==> src/rtl/cgia_pkg.sv <==
// Shared definitions for the CGIA memory-port arbiter and debug register block.
package cgia_pkg;

    // Width of the CPU starvation counter.
    localparam int STARVE_W = 8;

    // Bus owner encoding. The value 3 is not a legal owner and is treated as idle.
    typedef enum logic [1:0] {
        OWN_IDLE  = 2'd0,
        OWN_VIDEO = 2'd1,
        OWN_CPU   = 2'd2
    } owner_t;

endpackage

==> src/rtl/cgia_starve_ctr.sv <==
// Saturating wait counter for the CPU. It counts denied cycles and flags when
// the CPU has waited long enough to take the next video word boundary.
module cgia_starve_ctr
    import cgia_pkg::*;
#(
    parameter int unsigned LIMIT = 8
) (
    input  logic clk_i,
    input  logic reset_i,
    input  logic i_inc,
    input  logic i_clr,
    output logic o_at_limit
);

    localparam logic [STARVE_W-1:0] LIM = STARVE_W'(LIMIT);

    logic [STARVE_W-1:0] r_count;
    logic                w_at_limit;

    assign w_at_limit = (r_count == LIM);
    assign o_at_limit = w_at_limit;

    // Clear has priority; otherwise count up and hold at the limit.
    always_ff @(posedge clk_i or negedge reset_i) begin
        if (!reset_i) begin
            r_count <= '0;
        end else if (i_clr) begin
            r_count <= '0;
        end else if (i_inc && !w_at_limit) begin
            r_count <= r_count + STARVE_W'(1);
        end
    end

endmodule

==> src/rtl/cgia_bus_arbiter.sv <==
// Two-master Wishbone arbiter for the CGIA memory port. Video has priority;
// the CPU gets one transfer at a video word boundary once it has starved.
//
// Handshake: a Wishbone transfer completes in a cycle where the owner's cyc
// (and stb) are high and the slave's ack_i is high. The slave outputs are a
// pure function of the registered owner and the owner's request signals, so
// ack_i never feeds back into cyc_o/stb_o/adr_o combinationally. An ack that
// arrives while the owner has dropped cyc is discarded.
module cgia_bus_arbiter
    import cgia_pkg::*;
#(
    parameter int unsigned STARVE_LIMIT = 8
) (
    input  logic        clk_i,
    input  logic        reset_i,
    // Video fetcher
    input  logic        v_cyc_i,
    input  logic [22:0] v_adr_i,
    output logic        v_ack_o,
    output logic [15:0] v_dat_o,
    // Host CPU
    input  logic        c_cyc_i,
    input  logic        c_stb_i,
    input  logic        c_we_i,
    input  logic [22:0] c_adr_i,
    input  logic [1:0]  c_sel_i,
    input  logic [15:0] c_dat_i,
    output logic [15:0] c_dat_o,
    output logic        c_ack_o,
    // Memory slave
    output logic        cyc_o,
    output logic        stb_o,
    output logic        we_o,
    output logic [22:0] adr_o,
    output logic [1:0]  sel_o,
    output logic [15:0] dat_o,
    input  logic [15:0] dat_i,
    input  logic        ack_i,
    // Debug: current owner
    output logic [1:0]  owner_o
);

    owner_t r_owner;
    logic   w_at_limit;
    logic   w_is_video;
    logic   w_is_cpu;

    assign w_is_video = (r_owner == OWN_VIDEO);
    assign w_is_cpu   = (r_owner == OWN_CPU);

    cgia_starve_ctr #(
        .LIMIT(STARVE_LIMIT)
    ) u_starve (
        .clk_i     (clk_i),
        .reset_i   (reset_i),
        .i_inc     (c_cyc_i && !w_is_cpu),
        .i_clr     (w_is_cpu || !c_cyc_i),
        .o_at_limit(w_at_limit)
    );

    // Owner FSM: video wins ties, handovers happen only on acked words or dropped cyc.
    always_ff @(posedge clk_i or negedge reset_i) begin
        if (!reset_i) begin
            r_owner <= OWN_IDLE;
        end else begin
            case (r_owner)
                OWN_VIDEO: begin
                    if (!v_cyc_i) begin
                        r_owner <= c_cyc_i ? OWN_CPU : OWN_IDLE;
                    end else if (ack_i && w_at_limit && c_cyc_i) begin
                        r_owner <= OWN_CPU;
                    end
                end
                OWN_CPU: begin
                    if (!c_cyc_i) begin
                        r_owner <= v_cyc_i ? OWN_VIDEO : OWN_IDLE;
                    end else if (ack_i && v_cyc_i) begin
                        r_owner <= OWN_VIDEO;
                    end
                end
                default: begin
                    if (v_cyc_i) begin
                        r_owner <= OWN_VIDEO;
                    end else if (c_cyc_i) begin
                        r_owner <= OWN_CPU;
                    end else begin
                        r_owner <= OWN_IDLE;
                    end
                end
            endcase
        end
    end

    // Slave-side mux selected only by the registered owner.
    always_comb begin
        cyc_o = 1'b0;
        stb_o = 1'b0;
        we_o  = 1'b0;
        adr_o = '0;
        sel_o = '0;
        dat_o = '0;
        case (r_owner)
            OWN_VIDEO: begin
                cyc_o = v_cyc_i;
                stb_o = v_cyc_i;
                sel_o = 2'b11;
                adr_o = v_adr_i;
            end
            OWN_CPU: begin
                cyc_o = c_cyc_i;
                stb_o = c_stb_i;
                we_o  = c_we_i;
                adr_o = c_adr_i;
                sel_o = c_sel_i;
                dat_o = c_dat_i;
            end
            default: begin
                cyc_o = 1'b0;
            end
        endcase
    end

    assign v_ack_o = ack_i && w_is_video && v_cyc_i;
    assign c_ack_o = ack_i && w_is_cpu && c_cyc_i && c_stb_i;
    assign v_dat_o = dat_i;
    assign c_dat_o = dat_i;
    assign owner_o = r_owner;

endmodule

==> config.mk <==
export PLATFORM = sky130hd
export DESIGN_NAME = cgia_bus_arbiter
export DESIGN_NICKNAME = d
export VERILOG_FILES = /design/src/rtl/cgia_pkg.sv /design/src/rtl/cgia_starve_ctr.sv /design/src/rtl/cgia_bus_arbiter.sv
export SDC_FILE = /design/constraint.sdc
export NUM_CORES = 1
export LEC_CHECK = 0
export ABC_AREA = 1
export BUFFER_PORTS_ARGS = -buffer_cell sky130_fd_sc_hd__clkbuf_2
export CORE_MARGIN = 4
export CORE_UTILIZATION = 29
export CTS_BUF_LIST = sky130_fd_sc_hd__clkbuf_16
export CTS_CLUSTER_SIZE = 14
export DETAILED_ROUTE_END_ITERATION = 8
export PLACE_DENSITY = 0.74
export SETUP_SLACK_MARGIN = 0.3
export SYNTH_ARGS = -nofsm -noshare
export SYNTH_HDL_FRONTEND = slang
export SYNTH_SLANG_ARGS = --single-unit
==> constraint.sdc <==
create_clock -name clk_i -period 1.3 [get_ports clk_i]
set_input_delay 0.195 -clock clk_i [delete_from_list [all_inputs] [get_ports clk_i]]
set_output_delay 0.195 -clock clk_i [all_outputs]
set_load 0.03 [all_outputs]
# Word-level counts from Yosys, hierarchy flattened

Index checks and enable logic that the tools add are counted.

Multiplexer cells: 16
Reduce and logical (&&, ||, !) cells: 16
Add/sub/neg operators: 1
Eq/ne operators: 5

Operators with widths:

| cell                | number |
|---|---|
| $pmux 23 s2         | 1 |
| $mux 16             | 1 |
| $mux 8              | 2 |
| $mux 2              | 6 |
| $logic_and 1x1->1   | 10 |
| $add 8x1->8 const B | 1 |
| $eq 8x4->1 const B  | 1 |
| $pmux 2 s2          | 2 |
| $ne 3x2->1 const B  | 2 |
| $pmux 1 s2          | 2 |
| $logic_not 1->1     | 3 |
| $eq 2x1->1 const B  | 1 |
| $eq 2x2->1 const B  | 1 |
| $mux 1              | 2 |
| $reduce_and 2->1    | 1 |
| $reduce_bool 2->1   | 1 |
| $logic_or 1x1->1    | 1 |

Bits in registers: 10
Word-level logic and storage cells: 40

# Depth between registers and ports, before layout

Word-level depth: 6
Depth in mapped cells: 9

# Modules after synthesis

A second synthesis with hierarchy kept.

Cells, all modules: 262
Area total of the unflattened synthesis: 1547.7 µm²

By module, submodules not included:

| module           | instances | area each (µm²) | cells an instance |
|---|---|---|---|
| cgia_bus_arbiter | 1         | 1039.7          | 189 |
| cgia_starve_ctr  | 1         | 508.0           | 73 |

# Worst setup path after synthesis

Ideal clock, no wire load.

Path kind: register to output
From: register r_owner[0] (netlist: owner_o[0])
To: output port adr_o[14]
Stages on the path, launching flop included: 6
Arrival: 1734 ps
Slack: -629 ps
Cells stage by stage: dfrtp_1 inv_1 ha_1 buf_2 clkbuf_1 a21oi_1

Word-level cells in the longest chain between the ends: 2
Elaborated cells between the ends (all ways): 3
Those cells by class: eq/ne (2); mux (1)

Ends and longest elaborated chain:

| element                                         | RTL line                | text |
|---|---|---|
| start: declaration                              | cgia_bus_arbiter.sv:43  | `owner_t r_owner;` |
| start signal: assignment                        | cgia_bus_arbiter.sv:69  | `r_owner <= c_cyc_i ? OWN_CPU : OWN_IDLE;` |
| start signal: assignment                        | cgia_bus_arbiter.sv:76  | `r_owner <= v_cyc_i ? OWN_VIDEO : OWN_IDLE;` |
| $eq 2x2->1 / $eq 2x1->1 (equally long branches) | cgia_bus_arbiter.sv:102 | `case (r_owner)` |
| $pmux 23 s2 (*)                                 | cgia_bus_arbiter.sv:102 |  |
| end: declaration                                | cgia_bus_arbiter.sv:34  | `output logic [22:0] adr_o,` |

Every way passes the cells marked *; elsewhere a longest branch is shown, timed or not.

# Worst setup path in the final report

From: register r_owner[1] (netlist: owner_o[1])
To: output port adr_o[17]

The elaborated chain is that of the path after synthesis.

==> metrics.cfg <==
[run_status]
status=finished, violations left
violations=setup timing

[route]
wl_per_cell_microns=15.91
wl_microns=6570
num_vias=1949
viasPerCell=4.719
drc_errors=0
drt_iter0_drc=57
firstDrtPassIters=4
ant_nets=0

[finish]
num_antenna_cells=0
fin_area_sq_um=3247
register_area_sq_um=252.7
area_growth_pct=128.0
fin_nets=438
drive_gt1_share_pct=73.99
fillers=355
final_common_cell=clkbuf_2
layout_common_cells=clkbuf_2, buf_8, nand2_1, nand2_2, a21oi_4
multiInputGateArea_sq_um=1294

[clock_network]
cts_root_buffer=clkbuf_16
clk_pin_slew_ns=0.04
clk_latency_ns=0.24
cts_tree=done
cts_inserted_buffers=3
cts_max_level=1
clockBufferDepth=2
numClockSinks=10

[critical_path]
rrSetupSlack_ns=-0.19
cp.required_ns=1.11
crit_type=register to output port
crit_path_end_kind=output port
critPathArrivalTime_ns=1.53
cp-start-kind=register
worstPathMaxFanout=6

[yosys]
yosys_warnings=0
synth_mux_area_share_pct=0
yosys.area_share.adder_pct=3.515
synthesis.instances=243
synth_nets=334
postSynthAreaPerCell_sq_um=5.860
synth_cell_types=22
synth-xor-area-share_pct=1.845
synth_top_family_by_area=simple AND/OR/NAND/NOR gates
syn_area_sq_um=1424
yosys.area_share.simple_pct=34.18
synth_compound_area_share_pct=12.30
ys_seq_area_share_pct=17.57
synth_seq_cells=10

[global_route]
grt_overflow=0
grt_pass1_vias=1992
grtUsageTotal_pct=18.14
antenna_found_initial=0
grt_pass1_wl_microns=9018
grt_max_degree=19

[placement]
dpl_cell_area_sq_um=2268
hpwlAfterDp_microns=4058
io_buffer_count=118
gp_congestion=0.8438
post-place-ws_ns=-0.2990

[timing]
finClkSkew_ns=0.001669
maxSlewViolCount=0
fmax_mhz=579.3
fin_ws_ns=-0.4263
finalHoldViolCount=0
rsz0062_at_grt=true
setup_viol=56
fin_crit_sh_pct=132.8
fin_crit_ns=1.726
worst_pin_slew_ns=0.2561
timing.hold.ws_ns=0.3503
maxSlewHeadroom_pct=82.91

[die]
rows=25
die-height_microns=78.07
die_area_sq_um=6095
initial_core_util_pct=29.95
ios=167
die_w_microns=78.07
coreArea_sq_um=4755

[power]
vdd_drop_max_v=0.001353
cellLeakagePower_nw=1.559
p_per_area_nw_per_um2=2013

[worst_hold_path]
hold_path.class=input pin to async pin

[flow_run]
maxCapViolCount=0

[area by class of cell]
type | instances | share of cell area [%]
Clock inverter | 1 | 0.1156
Sequential cell | 10 | 7.784
Multi-Input combinational cell | 154 | 39.85
Clock buffer | 3 | 2.312
Inverter | 36 | 4.316
Timing Repair Buffer | 142 | 43.04
Tap cell | 67 | 2.582
[synthesized netlist by cell type (all sizes together)]
master	number	area (sq um)
a21oi	28	140.1
buf	42	296.5
clkbuf	1	3.750
dfrtp	10	250.2
ha	4	50.05
inv	36	135.1
nand2	86	322.8
nand3	12	60.06
nand4	1	6.260
nor2	13	70.07
nor3	2	15.01
nor4	1	12.51
o21ai	2	10.01
o21bai	1	18.77
o22ai	1	6.260
xor2	3	26.28
[registers in the layout, indices dropped and copies added (netlist names)]
register,cells
owner_o,2
u_starve.r_count,8
[final timing paths]
check                                                 from                               to  cells past startpoint
max                                 owner_o[1]$_DFFE_PN0P_                        adr_o[17]                      6
min                                                reset_i  u_starve.r_count[2]$_DFFE_PN0P_                      2
max reg2reg                         owner_o[1]$_DFFE_PN0P_  u_starve.r_count[3]$_DFFE_PN0P_                      8
min reg2reg                u_starve.r_count[7]$_DFFE_PN0P_  u_starve.r_count[7]$_DFFE_PN0P_                      2
max in group asynchronous                          reset_i           owner_o[0]$_DFFE_PN0P_                      2
min in group clk_i                                dat_i[5]                       c_dat_o[5]                      0
[per-layer routing]
| layer | routed length [microns] | track usage, % |
|---|---|---|
| met5 | 0 | 0 |
| met2 | 3797 | 37.59 |
| met3 | 434 | 4.472 |
| met4 | 109 | 5.070 |
| met1 | 2228 | 17.21 |
[timing repair]
item / CTS / global route
hold buffers: 1 / 0
endpoints found under the setup margin: 58 / 58
resized for setup: 135 / 82
pin swaps: 8 / 20
cloned: 2 / 2
hold endpoints to repair: 10 / 0
setup buffers: 6 / 1
[power by group]
group / switching (mW) / leakage (nW) / internal (mW) / total [mW]
clock: 0.141 / 0.0423 / 0.403 / 0.543
sequential: 0.0583 / 0.133 / 0.366 / 0.424
combinational: 3.07 / 1.38 / 2.50 / 5.57
total: 3.27 / 1.56 / 3.27 / 6.54
[stage by stage]
| stage | util (%) | cells | setup TNS, ns | total power, mW |
|---|---|---|---|---|
| after floorplan | - | 243 | -6.330 | 3.655 |
| after global placement | 47.71 | 397 | -10.36 | 4.106 |
| after detailed placement | 47.71 | 397 | -11.39 | 4.137 |
| after CTS | 63.00 | 410 | -15.19 | 5.873 |
| after global routing | 68.29 | 413 | -18.84 | 6.831 |
| final | 68.29 | 413 | -16.08 | 6.537 |
[worst max-delay path: stages (launching register included)]
cell       delay, ns
dfrtp_2         0.43
inv_2           0.07
ha_4            0.22
clkbuf_16       0.18
nand2_1         0.10
a21oi_4         0.16
buf_8           0.14
[kinds of logic after synthesis]
kind of cell	after synthesis
AO/OA/AOI/OAI	32
buffers and inverters	79
XOR/XNOR	3
AND/OR/NAND/NOR	115
flip-flops	10
adder cells (fa/ha/maj)	4
Power figures use the tool's default switching activity.
